**config.mk**
```make
export PLATFORM = sky130hd
export DESIGN_NAME = gshare_pht_predictor_flat
export DESIGN_NICKNAME = d
export VERILOG_FILES = /design/src/rtl/gshare_pht_if.sv /design/src/rtl/gshare_pht_predictor.sv /design/src/flat_wrapper.sv
export SDC_FILE = /design/constraint.sdc
export NUM_CORES = 1
export LEC_CHECK = 0
export CAP_MARGIN = 20
export CELL_PAD_IN_SITES_DETAIL_PLACEMENT = 1
export CELL_PAD_IN_SITES_GLOBAL_PLACEMENT = 1
export CORE_MARGIN = 1.5
export CORE_UTILIZATION = 40
export DETAILED_ROUTE_END_ITERATION = 10
export GPL_ROUTABILITY_DRIVEN = 0
export PLACE_DENSITY_LB_ADDON = 0.05
export SYNTH_ARGS = -nofsm -noshare
export SYNTH_HDL_FRONTEND = slang
export SYNTH_SLANG_ARGS = --single-unit
```
**constraint.sdc**
```tcl
create_clock -name clk -period 3.45 [get_ports clk]
set_input_delay 0.69 -clock clk [delete_from_list [all_inputs] [get_ports clk]]
set_output_delay 0.69 -clock clk [all_outputs]
set_load 0.01 [all_outputs]
```
**src/rtl/gshare_pht_if.sv**
```systemverilog
// Lookup/update/prediction bundle between the fetch/execute stages and the gshare predictor.
// Inputs are sampled on the rising clock edge; there is no backpressure beyond o_ready.
interface gshare_pht_if #(
  parameter int PC_W  = 32,
  parameter int IDX_W = 6,
  parameter int CTR_W = 2
);
  logic             i_lk_valid;
  logic [PC_W-1:0]  i_lk_pc;
  logic             o_pred_valid;
  logic             o_pred_taken;
  logic [IDX_W-1:0] o_pred_idx;
  logic [CTR_W-1:0] o_pred_ctr;
  logic             i_upd_valid;
  logic [IDX_W-1:0] i_upd_idx;
  logic             i_upd_taken;
  logic             o_ready;
  logic             o_dbg_state;

  modport master (
    output i_lk_valid, i_lk_pc, i_upd_valid, i_upd_idx, i_upd_taken,
    input  o_pred_valid, o_pred_taken, o_pred_idx, o_pred_ctr, o_ready, o_dbg_state
  );

  modport slave (
    input  i_lk_valid, i_lk_pc, i_upd_valid, i_upd_idx, i_upd_taken,
    output o_pred_valid, o_pred_taken, o_pred_idx, o_pred_ctr, o_ready, o_dbg_state
  );
endinterface

```
**src/rtl/gshare_pht_predictor.sv**
```systemverilog
// Pattern-history-table branch predictor with bimodal or gshare indexing.
// The table is swept to INIT_CTR after every reset; o_ready marks the end of the sweep.
module gshare_pht_predictor #(
  parameter int PC_W      = 32,
  parameter int IDX_W     = 6,
  parameter int CTR_W     = 2,
  parameter int GHR_W     = 6,
  parameter int HASH_MODE = 1,
  parameter int INIT_CTR  = 1
) (
  input  logic        clk,
  input  logic        rst,
  gshare_pht_if.slave bus
);
  localparam int DEPTH = 1 << IDX_W;
  localparam logic [CTR_W-1:0] CTR_MAX  = '1;
  localparam logic [CTR_W-1:0] CTR_INIT = CTR_W'(INIT_CTR);

  typedef enum logic {S_INIT = 1'b0, S_RUN = 1'b1} state_e;

  state_e           state_q, state_d;
  logic [IDX_W-1:0] ptr_q, ptr_d;
  logic [GHR_W-1:0] ghr_q, ghr_d;
  logic             pred_valid_q, pred_valid_d;
  logic [IDX_W-1:0] pred_idx_q, pred_idx_d;
  logic [CTR_W-1:0] pred_ctr_q, pred_ctr_d;
  logic [CTR_W-1:0] ctr_mem [DEPTH];

  logic             run;
  logic [IDX_W-1:0] pc_idx, lk_idx;
  logic [CTR_W-1:0] upd_old, upd_new, lk_ctr;
  logic             unused_pc;

  assign run       = (state_q == S_RUN);
  assign pc_idx    = bus.i_lk_pc[IDX_W+1:2];
  assign unused_pc = ^{bus.i_lk_pc[PC_W-1:IDX_W+2], bus.i_lk_pc[1:0]};

  generate
    if (HASH_MODE == 1) begin : g_gshare
      assign lk_idx = pc_idx ^ IDX_W'(ghr_q);
    end else begin : g_bimodal
      logic unused_ghr;
      assign lk_idx     = pc_idx;
      assign unused_ghr = ^ghr_q;
    end
  endgenerate

  // Saturating update, plus write-first bypass so a same-index lookup sees the new value.
  always_comb begin
    upd_old = ctr_mem[bus.i_upd_idx];
    upd_new = upd_old;
    if (bus.i_upd_taken) begin
      if (upd_old != CTR_MAX) upd_new = upd_old + CTR_W'(1);
    end else begin
      if (upd_old != '0) upd_new = upd_old - CTR_W'(1);
    end
    lk_ctr = ctr_mem[lk_idx];
    if (bus.i_upd_valid && (bus.i_upd_idx == lk_idx)) lk_ctr = upd_new;
  end

  always_comb begin
    state_d      = state_q;
    ptr_d        = ptr_q;
    ghr_d        = ghr_q;
    pred_valid_d = 1'b0;
    pred_idx_d   = pred_idx_q;
    pred_ctr_d   = pred_ctr_q;
    case (state_q)
      S_INIT: begin
        ptr_d = ptr_q + IDX_W'(1);
        if (ptr_q == IDX_W'(DEPTH - 1)) state_d = S_RUN;
      end
      S_RUN: begin
        if (bus.i_upd_valid) begin
          ghr_d    = ghr_q << 1;
          ghr_d[0] = bus.i_upd_taken;
        end
        if (bus.i_lk_valid) begin
          pred_valid_d = 1'b1;
          pred_idx_d   = lk_idx;
          pred_ctr_d   = lk_ctr;
        end
      end
      default: state_d = S_INIT;
    endcase
  end

  always_ff @(posedge clk or posedge rst) begin
    if (rst) begin
      state_q      <= S_INIT;
      ptr_q        <= '0;
      ghr_q        <= '0;
      pred_valid_q <= 1'b0;
      pred_idx_q   <= '0;
      pred_ctr_q   <= '0;
    end else begin
      state_q      <= state_d;
      ptr_q        <= ptr_d;
      ghr_q        <= ghr_d;
      pred_valid_q <= pred_valid_d;
      pred_idx_q   <= pred_idx_d;
      pred_ctr_q   <= pred_ctr_d;
    end
  end

  // Table storage has no reset; the INIT sweep is its only initialisation.
  always_ff @(posedge clk) begin
    if (state_q == S_INIT) begin
      ctr_mem[ptr_q] <= CTR_INIT;
    end else if (bus.i_upd_valid) begin
      ctr_mem[bus.i_upd_idx] <= upd_new;
    end
  end

  assign bus.o_pred_valid = pred_valid_q;
  assign bus.o_pred_idx   = pred_idx_q;
  assign bus.o_pred_ctr   = pred_ctr_q;
  assign bus.o_pred_taken = pred_ctr_q[CTR_W-1];
  assign bus.o_ready      = run;
  assign bus.o_dbg_state  = state_q;
endmodule

```
**src/flat_wrapper.sv**
```systemverilog
// flat-port wrapper written by rule: the top's interface ports become plain ports
module gshare_pht_predictor_flat 
#(
  parameter int PC_W      = 32,
  parameter int IDX_W     = 6,
  parameter int CTR_W     = 2,
  parameter int GHR_W     = 6,
  parameter int HASH_MODE = 1,
  parameter int INIT_CTR  = 1
)
  (clk, rst, bus_i_lk_valid, bus_i_lk_pc, bus_i_upd_valid, bus_i_upd_idx, bus_i_upd_taken, bus_o_pred_valid, bus_o_pred_taken, bus_o_pred_idx, bus_o_pred_ctr, bus_o_ready, bus_o_dbg_state);
  gshare_pht_if #(.PC_W(PC_W), .IDX_W(IDX_W), .CTR_W(CTR_W)) bus_i ();
  input  logic clk;
  input  logic rst;
  input wire logic [$bits(bus_i.i_lk_valid)-1:0] bus_i_lk_valid;
  input wire logic [$bits(bus_i.i_lk_pc)-1:0] bus_i_lk_pc;
  input wire logic [$bits(bus_i.i_upd_valid)-1:0] bus_i_upd_valid;
  input wire logic [$bits(bus_i.i_upd_idx)-1:0] bus_i_upd_idx;
  input wire logic [$bits(bus_i.i_upd_taken)-1:0] bus_i_upd_taken;
  output wire logic [$bits(bus_i.o_pred_valid)-1:0] bus_o_pred_valid;
  output wire logic [$bits(bus_i.o_pred_taken)-1:0] bus_o_pred_taken;
  output wire logic [$bits(bus_i.o_pred_idx)-1:0] bus_o_pred_idx;
  output wire logic [$bits(bus_i.o_pred_ctr)-1:0] bus_o_pred_ctr;
  output wire logic [$bits(bus_i.o_ready)-1:0] bus_o_ready;
  output wire logic [$bits(bus_i.o_dbg_state)-1:0] bus_o_dbg_state;
  assign bus_i.i_lk_valid = bus_i_lk_valid;
  assign bus_i.i_lk_pc = bus_i_lk_pc;
  assign bus_i.i_upd_valid = bus_i_upd_valid;
  assign bus_i.i_upd_idx = bus_i_upd_idx;
  assign bus_i.i_upd_taken = bus_i_upd_taken;
  assign bus_o_pred_valid = bus_i.o_pred_valid;
  assign bus_o_pred_taken = bus_i.o_pred_taken;
  assign bus_o_pred_idx = bus_i.o_pred_idx;
  assign bus_o_pred_ctr = bus_i.o_pred_ctr;
  assign bus_o_ready = bus_i.o_ready;
  assign bus_o_dbg_state = bus_i.o_dbg_state;
  gshare_pht_predictor #(.PC_W(PC_W), .IDX_W(IDX_W), .CTR_W(CTR_W), .GHR_W(GHR_W), .HASH_MODE(HASH_MODE), .INIT_CTR(INIT_CTR)) u_core (.clk(clk), .rst(rst), .bus(bus_i));
endmodule
```
==> key figures <==
Flow run
  • Max Cap Viol: 0

Detailed routing
  • Via Count: 5723
  • Via density: 5.77
  • WL final: 24600 µm
  • Final ANT Viol Nets: 0
  • Drt wl/cell: 24.8 µm
  • # DRC: 0
  • DR pass1 iterations: 5
  • Detailed Route Iter0 Violations: 370

Clocking
  • CTS resizes: 1
  • Clk sinks: 150
  • Setup Buffers After CTS: 0
  • Bufs on Longest Clock Path: 2
  • CTS tree: done
  • Clk_lat worst skew: 440 ps
  • CTS Root Buffer Type: clkbuf_16
  • CTS Buf Count: 17
  • Max H-tree Level: 4
  • Clock transition at path regs: 70 ps
  • Hold_buf cts: 0

Critical path
  • R2R depth: 11
  • Crit path launch type: input port
  • Critical path type: input port to flop
  • Data required, critical path: 3600 ps
  • RR Endpoint: u_core.ctr_mem[36][1]$_DFFE_PP_
  • Crit path arrival time: 3460 ps
  • Reg2reg setup slack: 420 ps
  • Crit path max fanout: 48
  • R2R Path Start: u_core.ctr_mem[0][1]$_DFFE_PP_
  • Crit path capture type: flop

GRT
  • First-pass GRT wire length: 37800 µm
  • Vias in the first global route: 6192
  • Grt ovf: 0
  • All-Layer GR Usage: 26.0%
  • Initial antenna violation count: 1
  • Largest net degree at the start of global routing: 49

Timing
  • Rel. slew slack: 41.4%
  • Fmax: 301 MHz
  • RSZ-0062 raised after global routing: no
  • Tmin final: 3320 ps
  • Max Slew Vio Count: 0
  • Setup ws final: 132 ps
  • Setup violators final: 0
  • Fin Hold WS: 479 ps
  • Worst-Margin Slew: 879 ps
  • Final Hold Fails: 0
  • Setup TNS Final: 0 ps
  • Skew final: 10.5 ps
  • Final period utilization: 96.2%

Logic synthesis
  • Seq/Total Area, Yosys: 57.1%
  • Distinct cells, synth: 48
  • Mapped Cells: 654
  • Synth Cell Area: 0.00769 mm²
  • Share of Yosys cell area claimed by the top area cell type: 50.0%
  • Number of synthesized flops with an enable pin: 128
  • Post-synth ARST share: 14.7%
  • Cell taking the most area after synthesis: edfxtp_1
  • Most frequent cells after synthesis: nand2_1, edfxtp_1, nor2_1
  • Most common cell in the netlist: nand2_1
  • Yosys reg bits: 150
  • Top_reg_cell synth: edfxtp_1
  • Synthesized area per cell: 11.8 µm²
  • Most area-consuming cells after synthesis: edfxtp_1, dfrtp_1, nand2_1
  • Post-Syn Nets: 698
  • Ys Warns: 0

Place
  • Final HPWL DP: 17900 µm
  • Number of port buffers: 28
  • Setup WS pre-CTS: -499 ps

Power
  • Peak supply drop: 0.362 mV
  • Combinational power share: 7.0%
  • Switch Pwr: 0.000907 W
  • PwrDens: 454 mW/mm²
  • Int Power: 0.00335 W
  • Register share of total power: 45.6%
  • Switch share: 21.3%
  • LEAKAGE: 3.25 nW
  • Clock share of power: 47.4%

Floorplan
  • # rows: 50
  • Die height: 142 µm
  • I/O pin cnt: 55
  • Core area: 0.0188 mm²
  • DIE WIDTH: 142 µm
  • Starting Density: 41.0%
  • Die ar.: 0.0201 mm²

Final layout
  • Inserted Diodes: 0
  • Ratio of cells with drive above 1 in the final layout: 17.6%
  • P&R area growth vs syn: 21.9%
  • Nets: 788
  • Final Util: 49.9%
  • Filler cells: 1965

Worst hold path
  • Worst Hold Launch: u_core.bus.o_pred_idx[1]$_DFFE_PP0P_
  • Hold endpoint: u_core.bus.o_pred_idx[1]$_DFFE_PP0P_
  • Hold depth: 2
  • Hold Crit Class: flop to flop

Run status
  • Outcome: finished, final reports clean
cells in the final DEF (no fill, tap or decap), drive strengths merged, types with 10 or more instances in the layout:
cell	count
clkdlybuf4s50	27
buf	81
dfrtp	22
nor4	16
nand2	138
nor2	72
edfxtp	128
o21ai	21
clkbuf	23
nand3	10
a21oi	40
mux2i	41
o22ai	19
xnor2	16
mux4	29
how the worst max path moves through the flow:
| stage | start | endpoint | slack (ps) | depth (start not counted) |
|---|---|---|---|---|
| floorplan | bus_i_upd_idx[2] | u_core.ctr_mem[0][0]$_DFFE_PP_ | 50 | 8 |
| global placement | bus_i_upd_idx[2] | u_core.ctr_mem[33][0]$_DFFE_PP_ | -600 | 11 |
| detailed placement | bus_i_upd_idx[2] | u_core.ctr_mem[33][0]$_DFFE_PP_ | -500 | 11 |
| CTS | bus_i_upd_idx[2] | u_core.ctr_mem[36][1]$_DFFE_PP_ | 20 | 12 |
| global route | bus_i_upd_idx[0] | u_core.ctr_mem[36][1]$_DFFE_PP_ | 30 | 11 |
| finish | bus_i_upd_idx[0] | u_core.ctr_mem[36][1]$_DFFE_PP_ | 130 | 11 |
flip-flops by register name, indices dropped and copies added, names as in the netlist:
name / cells
u_core.ghr_q: 6
u_core.bus.o_dbg_state: 1
u_core.ptr_q: 6
u_core.ctr_mem: 128
u_core.bus.o_pred_valid: 1
u_core.bus.o_pred_idx: 6
u_core.bus.o_pred_ctr: 2
power groups by stage:
stage	Sequential (W)	Combinational [W]	Clock, W
after floorplan	0.00198	0.000156	0
after global placement	0.00198	0.000288	0
after global routing	0.00194	0.000318	0.00211
final	0.00194	0.000298	0.00202
after CTS	0.00194	0.000295	0.00204
after detailed placement	0.00198	0.000292	0
per-layer routing:
| layer | global-route usage, % | up-vias | part of all wire [%] |
|---|---|---|---|
| met4 | 7.60 | 0 | 1.9 |
| met1 | 34.9 | 2915 | 44 |
| met3 | 3.61 | 38 | 4.1 |
| met2 | 44.3 | 163 | 50 |
| met5 | 0 | - | 0 |
| li1 | - | 2607 | - |
critical path, cell delays in order:
cell,delay [ps]
clkdlybuf4s50_1,520
buf_4,260
buf_4,150
mux4_2,490
mux2i_1,260
nand3_1,120
a41o_1,320
o21ai_0,220
buf_4,160
a21oi_4,60
buf_12,170
cells by family after synthesis:
family	Yosys count	share of synthesized area [%]
simple gates	266	14.8
flops	150	57.1
compound gates	99	7.48
mux	72	14.6
buf+inv	43	3.17
xor+xnor	22	2.51
fa+ha+maj	2	0.309
area by class of cell:
cell class,instances,area [µm²],share of cell area [%]
multi-input cells,461,3100,33.1
well taps,234,293,3.12
flip-flops and latches,150,4390,46.9
clock inverters,9,175,1.87
repair buffers,108,938,10.0
inverters,6,22.5,0.240
clock buffers,23,448,4.78
through the flow:
stage / total power [W] / cell area, µm² / std cells
floorplan: 0.00214 / 7700 / 654
global placement: 0.00227 / 8740 / 959
detailed placement: 0.00227 / 8740 / 959
CTS: 0.00427 / 9360 / 991
global route: 0.00437 / 9370 / 991
finish: 0.00426 / 9370 / 991
(Power assumes the default switching activity.)
==> RTL change: new RTL, same settings <==
`CTR_W` is set to 2 in 3 places; all go to 4.
--- a/src/rtl/gshare_pht_if.sv
+++ b/src/rtl/gshare_pht_if.sv
@@ -5,3 +5,3 @@
   parameter int IDX_W = 6,
-  parameter int CTR_W = 2
+  parameter int CTR_W = 4
 );
--- a/src/rtl/gshare_pht_predictor.sv
+++ b/src/rtl/gshare_pht_predictor.sv
@@ -5,3 +5,3 @@
   parameter int IDX_W     = 6,
-  parameter int CTR_W     = 2,
+  parameter int CTR_W     = 4,
   parameter int GHR_W     = 6,
--- a/src/flat_wrapper.sv
+++ b/src/flat_wrapper.sv
@@ -5,3 +5,3 @@
   parameter int IDX_W     = 6,
-  parameter int CTR_W     = 2,
+  parameter int CTR_W     = 4,
   parameter int GHR_W     = 6,
Ports: changed (resized bus_o_pred_ctr); port bits go from 55 to 57. The function was not compared with the original's and may differ.
==> RTL change against the unedited design <==
  * Power increased by 73%
  * Combinational power increased by 53%
  * Sequential power increased by 88%
  * Hold slack got worse by 0.16 ns
  * Setup slack got worse by 0.039 ns
  * Area after synthesis increased by 78%
  * Wire length increased by 70%
  * Sequential share of layout area increased by 1.5 points
  * Cell area increased by 83%
  * Critical path depth increased by 2
  * Via count increased by 46%
  * Highest routed layer is now met5
  * Synthesized cell count increased by 19%
  * Sequential cell count increased by 130
  * Clock power increased by 61%
==> RTL change: results (changes against the unedited design) <==
- Max VDD drop: 449 uV (+24%)
- First-pass GRT wire length: 61.3 mm (+62%)
- Status: complete, no violations
- Cell Area, Placed: 15900 sq um (+82%)
- P_leak: 0.00510 uW (+57%)
- DR WL/cell: 29.3 um (+18%)
- Post-DP HPWL: 30.2 mm (+69%)
- Max FO, Critical Path: 40 (-17%)
- Clock tree buffer depth: 3 (+1)
- IO Port Bufs: 30 (+7.1%)
- Vias per cell: 5.87 (+1.7%)
- Clk_lat worst skew: 0.57 ns (+0.13 ns)
- Unique masters post-synth: 55 (+15%)
- Fill cell total of the finished layout: 3109 (+58%)
- Asr flop ratio synth: 8.57% (-6.1 points)
- GR Layer Usage met2: 40.3% (-4.0 points)
- Worst Clk Skew: 0.0141 ns (+0.00364 ns)
- Sequential element share of the synthesized area: 60.5% (+3.4 points)
- Top cells by count, synth: edfxtp_1 (256), mux4_2 (145), nor2_1 (73)
- Syn nets: 825 (+18%)
- Critical Path Max Stage Delay: 0.44 ns (-0.08 ns)
- Met3 Track Usage GR: 3.28% (-0.34 points)
- Met1 Track Usage GR: 32.6% (-2.2 points)
- Count of flip-flops with a built-in enable after synthesis: 256 (+100%)
- Pre-CTS WS: -0.834 ns (-0.334 ns)
- CP arrival: 3.65 ns (+0.19 ns)
- Hold WC Path Type: input pin to asynchronous set/reset pin
[RTL change: changes by cell type after synthesis, moves of 8 or more]
| cell | change |
|---|---|
| mux2i_1 | -10 |
| mux2_2 | +9 |
| nand2_1 | -87 |
| a21oi_1 | -36 |
| mux4_1 | -10 |
| nor4_1 | -14 |
| o22ai_1 | -12 |
| mux4_2 | +126 |
| o21ai_0 | -8 |
| edfxtp_1 | +128 |
[RTL change: cell type report]
| type | instances | area (sq um) | share of cell area [%] |
|---|---|---|---|
| flip-flops and latches | 280 | 8290 | 48.4 |
| well taps | 448 | 561 | 3.27 |
| repair buffers | 193 | 1950 | 11.4 |
| clock buffers | 37 | 798 | 4.66 |
| multi-input cells | 439 | 5290 | 30.9 |
| clock inverters | 21 | 203 | 1.18 |
| inverters | 9 | 37.5 | 0.219 |
[RTL change: worst max-delay path: cells and delay by family]
| kind | cells | cell delay [ns] |
|---|---|---|
| compound gates | 5 | 1.01 |
| buf+inv | 6 | 1.33 |
| simple gates | 2 | 0.54 |
[RTL change: routing by layer]
metal	part of all wire (%)	wire, um
met4	3.2	1340
met2	49	20600
met5	0.031	13
met1	43	18100
met3	4.2	1780
[RTL change: power groups by stage]
| stage | clock (uW) | sequential [uW] | combinational, uW |
|---|---|---|---|
| 6_report | 3250 | 3650 | 455 |
| 5_1_grt | 3430 | 3650 | 480 |
| 4_1_cts | 3320 | 3650 | 437 |
| 3_5_place_dp | 0 | 3720 | 433 |
| 3_3_place_gp | 0 | 3720 | 426 |
| 2_1_floorplan | 0 | 3720 | 241 |
[RTL change: cell families after synthesis]
group / share of synthesized area, %
simple gates: 5.83
xor+xnor: 1.15
buf+inv: 2.39
fa+ha+maj: 0.274
flops: 60.5
compound gates: 2.79
mux: 27.0
[RTL change: what timing repair did]
item / CTS / global route
setup endpoints to repair: 233 / 203
resized for setup: 5 / 19
cloned: 0 / 1
pin swaps: 0 / 5
setup buffers: 0 / 2
[RTL change: final timing paths]
check	start	end	slack, ns	depth (start not counted)
setup / recovery	bus_i_upd_idx[3]	u_core.ctr_mem[14][1]$_DFFE_PP_	0.09	13
max in group asynchronous	rst	u_core.ptr_q[2]$_DFFE_PP0N_	2.76	3
hold reg to reg	u_core.bus.o_pred_idx[4]$_DFFE_PP0P_	u_core.bus.o_pred_idx[4]$_DFFE_PP0P_	0.49	2
hold / removal	rst	u_core.bus.o_pred_idx[3]$_DFFE_PP0P_	0.32	2
min in group clk	u_core.bus.o_pred_idx[4]$_DFFE_PP0P_	u_core.bus.o_pred_idx[4]$_DFFE_PP0P_	0.49	2
setup reg to reg	u_core.ctr_mem[19][1]$_DFFE_PP_	u_core.ctr_mem[14][1]$_DFFE_PP_	0.13	11
